## src/rtl/code_loader.sv

```systemverilog
// Frames a UART byte stream (HEADER, N, 4*N data bytes, XOR checksum) into
// 32-bit instruction words and writes them to code memory at addresses 0,4,8...
module code_loader #(
  parameter int         DEPTH  = 32,
  parameter logic [7:0] HEADER = 8'hA5
) (
  input  logic        clk_i,
  input  logic        reset_i,
  input  logic        rx_valid_i,
  input  logic [7:0]  rx_data_i,
  output logic        mem_we_o,
  output logic [31:0] mem_addr_o,
  output logic [31:0] mem_wdata_o,
  output logic        loaded_o,
  output logic        error_o,
  output logic [2:0]  state_dbg_o
);

  typedef enum logic [2:0] {
    S_IDLE  = 3'd0,
    S_COUNT = 3'd1,
    S_DATA  = 3'd2,
    S_CSUM  = 3'd3,
    S_DONE  = 3'd4,
    S_ERR   = 3'd5
  } state_t;

  localparam logic [8:0] MAX_N = 9'(DEPTH);

  state_t      state_q, state_d;
  logic [7:0]  count_q, count_d;
  logic [7:0]  word_idx_q, word_idx_d;
  logic [1:0]  byte_idx_q, byte_idx_d;
  logic [7:0]  csum_q, csum_d;
  // Lanes 0..2 of the word being assembled; lane 3 comes straight from rx_data_i.
  logic [23:0] word_q, word_d;
  logic        mem_we_q, mem_we_d;
  logic [31:0] mem_addr_q, mem_addr_d;
  logic [31:0] mem_wdata_q, mem_wdata_d;
  logic        loaded_q, loaded_d;
  logic        error_q, error_d;

  logic is_header;
  assign is_header = (rx_data_i == HEADER);

  always_ff @(posedge clk_i) begin
    if (reset_i) begin
      state_q     <= S_IDLE;
      count_q     <= '0;
      word_idx_q  <= '0;
      byte_idx_q  <= '0;
      csum_q      <= '0;
      word_q      <= '0;
      mem_we_q    <= 1'b0;
      mem_addr_q  <= '0;
      mem_wdata_q <= '0;
      loaded_q    <= 1'b0;
      error_q     <= 1'b0;
    end else begin
      state_q     <= state_d;
      count_q     <= count_d;
      word_idx_q  <= word_idx_d;
      byte_idx_q  <= byte_idx_d;
      csum_q      <= csum_d;
      word_q      <= word_d;
      mem_we_q    <= mem_we_d;
      mem_addr_q  <= mem_addr_d;
      mem_wdata_q <= mem_wdata_d;
      loaded_q    <= loaded_d;
      error_q     <= error_d;
    end
  end

  always_comb begin
    state_d     = state_q;
    count_d     = count_q;
    word_idx_d  = word_idx_q;
    byte_idx_d  = byte_idx_q;
    csum_d      = csum_q;
    word_d      = word_q;
    mem_we_d    = 1'b0;
    mem_addr_d  = mem_addr_q;
    mem_wdata_d = mem_wdata_q;
    loaded_d    = loaded_q;
    error_d     = error_q;

    if (rx_valid_i) begin
      case (state_q)
        S_IDLE: begin
          if (is_header) begin
            state_d  = S_COUNT;
            error_d  = 1'b0;
            loaded_d = 1'b0;
          end
        end
        S_COUNT: begin
          if (rx_data_i == 8'd0 || {1'b0, rx_data_i} > MAX_N) begin
            state_d  = S_ERR;
            error_d  = 1'b1;
            loaded_d = 1'b0;
          end else begin
            count_d    = rx_data_i;
            word_idx_d = '0;
            byte_idx_d = '0;
            csum_d     = '0;
            state_d    = S_DATA;
          end
        end
        S_DATA: begin
          // HEADER-valued bytes here are plain data; only the byte count ends the frame.
          csum_d     = csum_q ^ rx_data_i;
          byte_idx_d = byte_idx_q + 2'd1;
          case (byte_idx_q)
            2'd0: word_d[7:0]   = rx_data_i;
            2'd1: word_d[15:8]  = rx_data_i;
            2'd2: word_d[23:16] = rx_data_i;
            default: begin
              mem_we_d    = 1'b1;
              mem_addr_d  = {22'd0, word_idx_q, 2'b00};
              mem_wdata_d = {rx_data_i, word_q};
              if (word_idx_q == count_q - 8'd1) begin
                state_d = S_CSUM;
              end else begin
                word_idx_d = word_idx_q + 8'd1;
              end
            end
          endcase
        end
        S_CSUM: begin
          if (rx_data_i == csum_q) begin
            state_d  = S_DONE;
            loaded_d = 1'b1;
          end else begin
            state_d  = S_ERR;
            error_d  = 1'b1;
            loaded_d = 1'b0;
          end
        end
        S_DONE: begin
          if (is_header) begin
            state_d  = S_COUNT;
            loaded_d = 1'b0;
            error_d  = 1'b0;
          end
        end
        S_ERR: begin
          if (is_header) begin
            state_d  = S_COUNT;
            error_d  = 1'b0;
            loaded_d = 1'b0;
          end
        end
        default: state_d = S_IDLE;
      endcase
    end
  end

  assign mem_we_o    = mem_we_q;
  assign mem_addr_o  = mem_addr_q;
  assign mem_wdata_o = mem_wdata_q;
  assign loaded_o    = loaded_q;
  assign error_o     = error_q;
  assign state_dbg_o = state_q;

endmodule

```

## config.mk

```make
export PLATFORM = sky130hd
export DESIGN_NAME = code_loader
export DESIGN_NICKNAME = d
export VERILOG_FILES = /design/src/rtl/code_loader.sv
export SDC_FILE = /design/constraint.sdc
export NUM_CORES = 1
export LEC_CHECK = 0
export ABC_AREA = 1
export CAP_MARGIN = 5
export CORE_UTILIZATION = 25
export DETAILED_ROUTE_END_ITERATION = 6
export MAX_ROUTING_LAYER = met4
export SYNTH_ARGS = -nofsm -noshare
export SYNTH_HDL_FRONTEND = slang
export SYNTH_SLANG_ARGS = --single-unit
```

## constraint.sdc

```tcl
create_clock -name clk_i -period 2 [get_ports clk_i]
set_input_delay 0.6 -clock clk_i [delete_from_list [all_inputs] [get_ports clk_i]]
set_output_delay 0.6 -clock clk_i [all_outputs]
set_load 0.005 [all_outputs]
```

==> results.ini, run 1 <==
[synth]
netlist_instances=577
synth_seq_area_share_pct=44.89
synth.largest_area_cell=dfxtp_1
yosysTopAreaCellShare_pct=44.89
synthesis.area_um2=4282
syn_avg_cell_area_um2=7.420
ys_ff_latch=96
ys_warn_count=0
synth_cell_types=34
yosys-top-cells-area=dfxtp_1 (45%), nor2_1 (11%), o21ai_0 (8.4%), nand2_1 (6.4%), a21oi_1 (4.8%)
synth_edf_count=0
synthFlopType=dfxtp_1
asyncSetResetFlopFracSynth_pct=0

[power]
power_uw=4524
ir_drop_mv=0.4173
powerDensity_nw_per_um2=793.4
p_leak_uw=0.002344

[critical_path]
critical_path.top_delay_family=buffers and inverters
path_buf_inv=1
crit_arrival_ns=1.34
crit_required_ns=1.40
r2r_start=count_q[1]$_SDFFE_PP0P_
cp-end-kind=primary output
crit_chain=clkdlybuf4s50_1
cpPeakStageDelay_ns=0.56
slowest_stage=clkdlybuf4s50_1
startpoint=state_dbg_o[1]$_SDFFE_PP0P_
worstSetupPathType=reg2out
cp-start-kind=register
path_max_fanout=5

[timing]
fin_skew_ns=0.005201
hold_ws_ns=0.4545
max_freq_mhz=514.6
setup_tns_ns=0
period_minus_slack_ns=1.943
period_share_pct=97.17
hold_viol=0
setup_viol=0
drv_slew=0

[drt]
routed_wl_um=10340
wire_per_inst_um=11.65
drtIter0Drc=193
dr.pass1.iters=4
vias=3732
ant_nets=0
drc_errors=0
via_per_inst=4.203

[min_path]
worstHoldStart=error_o$_SDFFE_PP0P_
hold_path.class=reg2reg

[clock_tree]
clock_tree.root_cell=clkbuf_16
cts_tree=built
clock_latency_ns=0.34
cts_hold_buffers=0
clk_pin_slew_ns=0.06
htreeDepth=3
cts_buffer_depth=2
cts_buffers=9
cts_num_sinks=96

[final_layout]
multi_input_area_um2=2044
regArea_um2=1923
final_cell_area_um2=5702
synthToLayoutAreaGrowth_pct=33.17
layout.nets=680
instances_no_fill=888
n_antenna_cell=0
fillers=1750
drive_above_1_share_pct=13.47

[placed_design]
gp_congestion=0.8393
dp_hpwl_um=7677
postPlaceCellArea_um2=5294
port_buffers=56
place_inst=870

[floorplan]
die_area_um2=17650
die_w_um=132.9
fp-row-count=47
core_area_um2=16640
start_util_pct=25.73
io_pins=81
die_h_um=132.9

[outcome]
status=finished, final reports clean

[grt]
grt_overflow=0
grt_pass1_vias=3363
grt_max_degree=35
grtUsageTotal_pct=12.56
grt_pass1_wl_um=17040
antenna_found_initial=0

[job]
drv_cap=0

==> stage by stage <==
stage	setup WS, ns	util (%)
global route	-0.009472	34.26
CTS	0.01483	33.77
global placement	-0.3569	31.81
detailed placement	-0.3620	31.81
finish	0.05659	34.26
floorplan	0.2729	-
==> placed cells by master, fill, tap and decap left out, types with 2 or more instances in the layout <==
cell type        instances
nor2_1                 129
dfxtp_1                 95
nand2_1                 71
o21ai_0                 70
clkdlybuf4s50_1         52
a21oi_1                 41
buf_4                   38
inv_1                   36
conb_1                  24
nand3_1                 19
clkbuf_16                9
xor2_1                   7
nor3_1                   7
buf_12                   6
nand2_2                  5
a211oi_1                 5
ha_1                     5
inv_2                    4
nor2_2                   4
nand4_1                  4
xnor2_1                  4
clkbuf_8                 4
dlymetal6s2s_1           4
nand2_4                  3
nand3_4                  2
nor2_4                   2
o21ai_1                  2
nor3b_1                  2
==> state kept, by name, summed over array words and instances, names as in the netlist <==
register     flops
byte_idx_q       2
count_q          8
csum_q           8
error_o          1
loaded_o         1
mem_addr_o       8
mem_wdata_o     32
mem_we_o         1
state_dbg_o      3
word_idx_q       8
word_q          24
==> power by group <==
group          total [µW]  leakage [µW]  switching, µW  internal, µW
Sequential           2030      0.000775           51.9          1970
Combinational         670       0.00141            388           283
Clock                1830      0.000158            717          1110
Total                4520       0.00234           1160          3370
==> repair_timing <==
item,in CTS,in global routing
endpoints found under the setup margin,2,30
endpoints found under the hold margin,0,0
setup buffers,0,2
pin swaps,1,4
gates resized for setup,0,16
==> synth_stat cells (6+ instances only) <==
library cell / number
nand3_1: 19
buf_4: 27
dfxtp_1: 96
clkbuf_1: 10
ha_1: 6
nand2_1: 73
buf_2: 9
inv_1: 36
o21ai_0: 72
nor2_1: 130
nor3_1: 7
xor2_1: 7
a21oi_1: 41
==> path summary, 6_finish.rpt <==
path	endpoint	slack (ns)	cells past startpoint
max reg2reg	word_idx_q[4]$_SDFFE_PP0P_	0.18	13
min reg2reg	error_o$_SDFFE_PP0P_	0.45	2
min	error_o$_SDFFE_PP0P_	0.45	2
max	state_dbg_o[1]	0.06	1
==> routing by layer <==
metal	vias to the layer above	routed length (µm)	global-route usage (%)	share of wire (%)
met4	0	73	3.065	0.71
met2	74	4423	18.27	43
met3	9	426	2.835	4.1
met1	1669	5419	17.43	52
met5	-	0	-	0
li1	1980	-	-	-
==> final cells by class <==
class / count / share of cell area, %
Inverter: 41 / 2.743
Sequential cell: 96 / 33.73
Tap cell: 220 / 4.828
Clock inverter: 3 / 0.8119
Timing Repair Buffer: 100 / 17.12
Clock buffer: 13 / 4.916
Multi-Input combinational cell: 415 / 35.86
==> logic make-up (layout without fill, tap and decap cells) <==
kind of cell,after synthesis,after routing,share of synthesized area (%)
AND/OR/NAND/NOR,251,251,25.34
AO/OA/AOI/OAI,122,122,14.82
XOR/XNOR,12,12,2.455
other,1,24,0.08758
buffers and inverters,89,157,10.67
adder cells (fa/ha/maj),6,6,1.753
flip-flops,96,96,44.89
No activity file was read; power rests on OpenSTA's default activity.
==> run 2, diff against run 1 <==
- CORE_ASPECT_RATIO: default -> 1.4
- RECOVER_POWER: default -> 100
- clock period: 2 -> 1.55 ns (I/O delays scaled with it)
==> run 2 against run 1 <==
The run now ends with negative setup slack left; sequential power is 29% higher; global-route usage is 0.75 points higher; register-to-register slack worse by 0.40 ns; power is 31% higher; via count is 6.6% higher; final area is 5.7% higher; sequential cell count stayed put; largest cell class unchanged; largest power group unchanged; highest routed layer unchanged.
==> results.ini, run 2 (same netlist as run 1, synthesis figures left out) <==
[grt]
grt_max_degree=66  ; +89%
grtUsageTotal_pct=13.32  ; +0.75 points
grt_pass1_vias=3675  ; +9.3%
grt_overflow=0  ; unchanged
antenna_found_initial=0  ; unchanged
grt_pass1_wl_um=17950  ; +5.3%

[final_layout]
layout_commonest_cell=nor2_1
largest_register_ffs=32  ; unchanged
final_cell_mix=nor2_1 (124), dfxtp_1 (93), o21ai_0 (64), nand2_1 (63), buf_4 (61)
final_util_pct=36.01  ; +1.7 points
n_antenna_cell=0  ; unchanged
final_cell_area_um2=6030  ; +5.7%
layout.nets=714  ; +5.0%
synthToLayoutAreaGrowth_pct=40.82
drive_above_1_share_pct=24.07  ; +11 points

[timing]
rsz0062_at_grt=true
hold_ws_ns=0.4629  ; +0.008412 ns
drv_slew=0  ; unchanged
max_freq_mhz=564.9
fin_skew_ns=0.01310  ; +0.007901 ns
period_minus_slack_ns=1.770
setup_slack_ns=-0.2201  ; -0.2767 ns
setup_tns_ns=-2.215  ; -2.215 ns
setup_viol=26  ; +26
hold_viol=0  ; unchanged
period_share_pct=114.2

[clock_tree]
clk_pin_slew_ns=0.07  ; about the same
cts_buffers=9  ; unchanged
clock_latency_ns=0.35  ; about the same
cts_buffer_depth=2  ; unchanged
cts_tree=built
htreeDepth=3  ; unchanged
clock_tree.root_cell=clkbuf_16
cts_num_sinks=96  ; unchanged
cts_hold_buffers=0  ; unchanged

[power]
swShare_pct=27.39  ; +1.8 points
ir_drop_mv=0.5350  ; +28%
clockPowerShare_pct=38.0  ; -2.4 points
p_sw_uw=1623  ; +40%
p_comb_share_pct=17.9  ; +3.1 points
powerDensity_nw_per_um2=982.8  ; +24%
p_leak_uw=0.002695  ; +15%
cell_internal_pwr_uw=4303  ; +28%
power_uw=5926  ; +31%
seq_power_share_pct=44.1  ; -0.7 points

[critical_path]
crit_chain=inv_4, ha_4, nor2_1, nor2_1, nand2_1, nor2_1, nand3_1, nor2_2, nand2_2, nand2_4, nand2_8, a21oi_2, nor2_1
worstSetupPathType=reg2reg
startpoint=count_q[0]$_SDFFE_PP0P_
r2r_start=count_q[0]$_SDFFE_PP0P_
cp_num_cells=13  ; +12
path_max_fanout=7  ; +2
cpPeakStageDelay_ns=0.35  ; -0.21 ns
cp-end-kind=register
slowest_stage=dfxtp_2
crit_required_ns=1.79  ; +0.39 ns
cp_common_cell=nor2_1
reg2reg_depth=13  ; unchanged
crit_arrival_ns=2.01  ; +0.67 ns
critical_path.top_delay_family=simple AND/OR/NAND/NOR gates
cp-start-kind=register
path_buf_inv=1  ; unchanged

[min_path]
worstHoldStart=error_o$_SDFFE_PP0P_
min_delay_path_depth=2  ; unchanged
hold_path.class=reg2reg

[floorplan]
core_area_um2=16750  ; +0.62%
die_area_um2=17660  ; about the same
die_h_um=156.8  ; +18%
die_w_um=112.6  ; -15%
fp-row-count=56  ; +19%
start_util_pct=25.57  ; -0.16 points
io_pins=81  ; unchanged

[placed_design]
postPlaceCellArea_um2=5438  ; +2.7%
port_buffers=56  ; unchanged
dp_hpwl_um=7744  ; +0.87%
gp_congestion=0.8161  ; -2.8%

[outcome]
violations=negative setup slack
status=finished with violations

[job]
drv_cap=0  ; unchanged

[drt]
drc_errors=0  ; unchanged
dr.pass1.iters=4  ; unchanged
routed_wl_um=11410  ; +10%
drtIter0Drc=223  ; +16%
ant_nets=0  ; unchanged
vias=3979  ; +6.6%
via_per_inst=4.397  ; +4.6%
wire_per_inst_um=12.61  ; +8.3%

## run 2: cell count changes in the layout (fill, tap and decap cells not counted), moves of 8 or more
cell	previous run	this run
nand2_1	71	63
buf_4	38	61
a21oi_2	1	10
clkdlybuf4s50_1	52	2
dlygate4sd2_1	0	46
a21oi_1	41	32
inv_1	36	28
## run 2: cell type report
type	instances	area, µm²
multi-input cells	418	2235
repair inverters	1	5.005
flip-flops and latches	96	1928
fillers	1748	10720
clock inverters	4	51.30
well taps	203	254.0
inverters	41	175.2
clock buffers	12	246.5
repair buffers	130	1135
## run 2: per-stage QoR
step	std cells	setup WS (ns)
3_5_place_dp	875	-0.7392
6_report	905	-0.2201
5_1_grt	905	-0.4046
2_1_floorplan	600	-0.05922
3_3_place_gp	875	-0.7218
4_1_cts	897	-0.1964
## run 2: worst min-delay path, cell delays in order (launching register included)
cell     delay (ns)
dfxtp_1        0.31
inv_1          0.05
a21oi_1        0.06
## run 2: final timing paths
kind	endpoint	slack (ns)
setup / recovery	word_idx_q[5]$_SDFFE_PP0P_	-0.22
setup reg to reg	word_idx_q[5]$_SDFFE_PP0P_	-0.22
hold / removal	error_o$_SDFFE_PP0P_	0.46
hold reg to reg	error_o$_SDFFE_PP0P_	0.46
## run 2: timing repair
action | 4_1_cts | 5_1_grt
endpoints found under the setup margin | 92 | 77
gates resized for setup | 94 | 60
gates cloned | 2 | 4
buffers inserted | 4 | 4
pin swaps | 14 | 21
## run 2: power by group through the flow
stage / Combinational [µW] / Clock, µW / Sequential (µW)
global placement: 877 / 0 / 2670
detailed placement: 881 / 0 / 2670
global route: 1190 / 2400 / 2620
floorplan: 601 / 0 / 2660
finish: 1060 / 2250 / 2610
CTS: 944 / 2310 / 2610
## run 2: layer usage
layer | GRT usage [%] | wire, µm
met3 | 1.084 | 247
met4 | 6.540 | 267
met1 | 14.99 | 4890
met2 | 23.66 | 6008
met5 | - | 0
==> RTL change, RTL diff (config.mk and constraints of run 1) <==
Put one more register stage on the output `loaded_o`, cleared by the reset. The value now appears one clock later. The other outputs are not delayed to match.
--- a/src/rtl/code_loader.sv
+++ b/src/rtl/code_loader.sv
@@ -158,7 +158,13 @@
   assign mem_we_o    = mem_we_q;
   assign mem_addr_o  = mem_addr_q;
   assign mem_wdata_o = mem_wdata_q;
-  assign loaded_o    = loaded_q;
+  always_ff @(posedge clk_i) begin
+    if (reset_i) begin
+      loaded_o <= '0;
+    end else begin
+      loaded_o <= loaded_q;
+    end
+  end
   assign error_o     = error_q;
   assign state_dbg_o = state_q;
 
Function: changed (a bounded check fails within 10 cycles, from zero or initial values and one cycle with reset_i high).
==> RTL change against run 1 <==
  * Non-clock buffer count increased by 9
  * Clock skew increased by 1.7 ps
  * Via count increased by 2.5%
  * Sequential cell count increased by 1
  * Clock power decreased by 11%
  * Area after synthesis increased by 2.1%
  * Routed wire length increased by 4.7%
  * Worst setup slack improved by 28 ps
  * First-iteration DRC count increased by 24%
  * Worst hold slack got worse by 13 ps
  * Power decreased by 9.5%
  * Cell area increased by 3.5%
  * Critical path type is now in2reg
  * Largest power group unchanged
  * Highest routed layer unchanged
==> RTL change: results (changes against run 1) <==
- Run status: finished, final reports clean (unchanged).
* Non-filler cells, final: 894 (was 888)
* Fraction of layout instances using a drive strength above 1: 0.199 (was 0.135)
- Met2 wire len: 4630 µm (was 4420 µm)
* Capturing point of the worst reg2reg path: word_idx_q[5]$_SDFFE_PP0P_ (was word_idx_q[4]$_SDFFE_PP0P_)
- Post-Synthesis Cells: 572 (was 577)
- Wire length on met3: 657 µm (was 426 µm)
- Top cells by area in the synthesized netlist: sky130_fd_sc_hd__dfxtp_1 44%, sky130_fd_sc_hd__nor2_1 8.4%, sky130_fd_sc_hd__o21ai_0 6.9% (was sky130_fd_sc_hd__dfxtp_1 45%, sky130_fd_sc_hd__nor2_1 11%, sky130_fd_sc_hd__o21ai_0 8.4%).
* Drt pass-1 iters: 5 (was 4)
- The share of synthesized area occupied by flip-flops and latches is 0.444 (was 0.449).
* Number of placed instances with taps included: 869 (was 870)
* Hold EP: loaded_o$_SDFF_PP0_ (was error_o$_SDFFE_PP0P_)
- The met1 track demand over resource came to 0.179 (was 0.174).
- The number of nets in the layout came to 686 (was 680).
- The clock tree skew after final layout came to 6.86 ps (was 5.20 ps).
- The delay of the slowest cell on the worst path is 430 ps (was 560 ps).
- Post-synthesis cell type count: 34 (unchanged)
* Cell area reported after detailed placement: 5410 µm² (was 5290 µm²)
- Post-place setup slack: -336 ps (was -362 ps)
* Worst setup slack for register-to-register paths: 110 ps (was 180 ps)
- The global-route met3 utilization came to 0.0265 (was 0.0284).
* Min-delay src: loaded_q$_SDFFE_PP0P_ (was error_o$_SDFFE_PP0P_)
- Number of cells on the worst reg-to-reg path: 15 (was 13)
* Total routing resource utilization after global routing: 0.128 (was 0.126)
* Met2 Resource Use GR: 0.180 (was 0.183)
- Pin count of the biggest net entering global routing: 50 (was 35)
- The largest fanout on the critical path is 8 (was 5).
- The DRC marker count from the first detailed-route iteration was 239 (was 193).
- Via count: 3827 (was 3732)
* Commonest register cell after synthesis: sky130_fd_sc_hd__dfxtp_1 (unchanged)
* Wire length after detailed routing: 10800 µm (was 10300 µm)
- The post-detailed-placement half-perimeter wirelength was 7800 µm (was 7680 µm).
- The via count of the first global-routing pass was 3413 (was 3363).
- Ranking of synthesized cells by instance count: 98 x sky130_fd_sc_hd__nor2_1, 97 x sky130_fd_sc_hd__dfxtp_1, 71 x sky130_fd_sc_hd__nand2_1, 60 x sky130_fd_sc_hd__o21ai_0, 59 x sky130_fd_sc_hd__a21oi_1 (was 130 x sky130_fd_sc_hd__nor2_1, 96 x sky130_fd_sc_hd__dfxtp_1, 73 x sky130_fd_sc_hd__nand2_1, 72 x sky130_fd_sc_hd__o21ai_0, 41 x sky130_fd_sc_hd__a21oi_1)
* Worst voltage drop across the vdd grid: 0.437 mV (was 0.417 mV)
- The placer congestion estimate is 0.796 (was 0.839).
==> RTL change: through the flow <==
stage          hold slack, ps  utilization
2_1_floorplan             410            -
3_3_place_gp              432        0.322
3_5_place_dp              438        0.322
4_1_cts                   448        0.338
5_1_grt                   472        0.351
6_report                  442        0.351
==> RTL change: area by class of cell <==
type	instances	area [µm²]
fillers	1743	10900
multi-input cells	403	2160
flip-flops and latches	97	1950
repair buffers	109	1060
well taps	220	275
clock buffers	9	225
inverters	49	184
clock inverters	7	53.8
==> RTL change: kinds of logic (layout without fill, tap and decap cells) <==
| kind of cell | Yosys count | in the layout | synth area share |
|---|---|---|---|
| xor+xnor | 12 | 12 | 0.0240 |
| buf+inv | 96 | 174 | 0.110 |
| flops | 97 | 97 | 0.444 |
| other cells | 1 | 24 | 0.000858 |
| fa+ha+maj | 6 | 6 | 0.0172 |
| simple gates | 224 | 225 | 0.239 |
| compound gates | 136 | 136 | 0.164 |
==> RTL change: report_power, final <==
group,total [W],switching [W],internal (W)
clock,0.00163,0.000778,0.000852
sequential,0.00201,0.0000321,0.00198
combinational,0.000455,0.000265,0.000189
total,0.00409,0.00108,0.00302
==> RTL change: how the worst max path moves through the flow <==
stage | from | to | slack [ps] | cells after the start
floorplan | rx_data_i[0] | word_idx_q[5]$_SDFFE_PP0P_ | 240 | 11
global placement | rx_data_i[6] | word_idx_q[2]$_SDFFE_PP0P_ | -300 | 11
detailed placement | rx_data_i[6] | word_idx_q[5]$_SDFFE_PP0P_ | -340 | 11
CTS | state_dbg_o[1]$_SDFFE_PP0P_ | state_dbg_o[1] | 10 | 1
global route | count_q[1]$_SDFFE_PP0P_ | word_idx_q[2]$_SDFFE_PP0P_ | -50 | 15
finish | rx_data_i[4] | word_idx_q[0]$_SDFFE_PP0P_ | 80 | 12
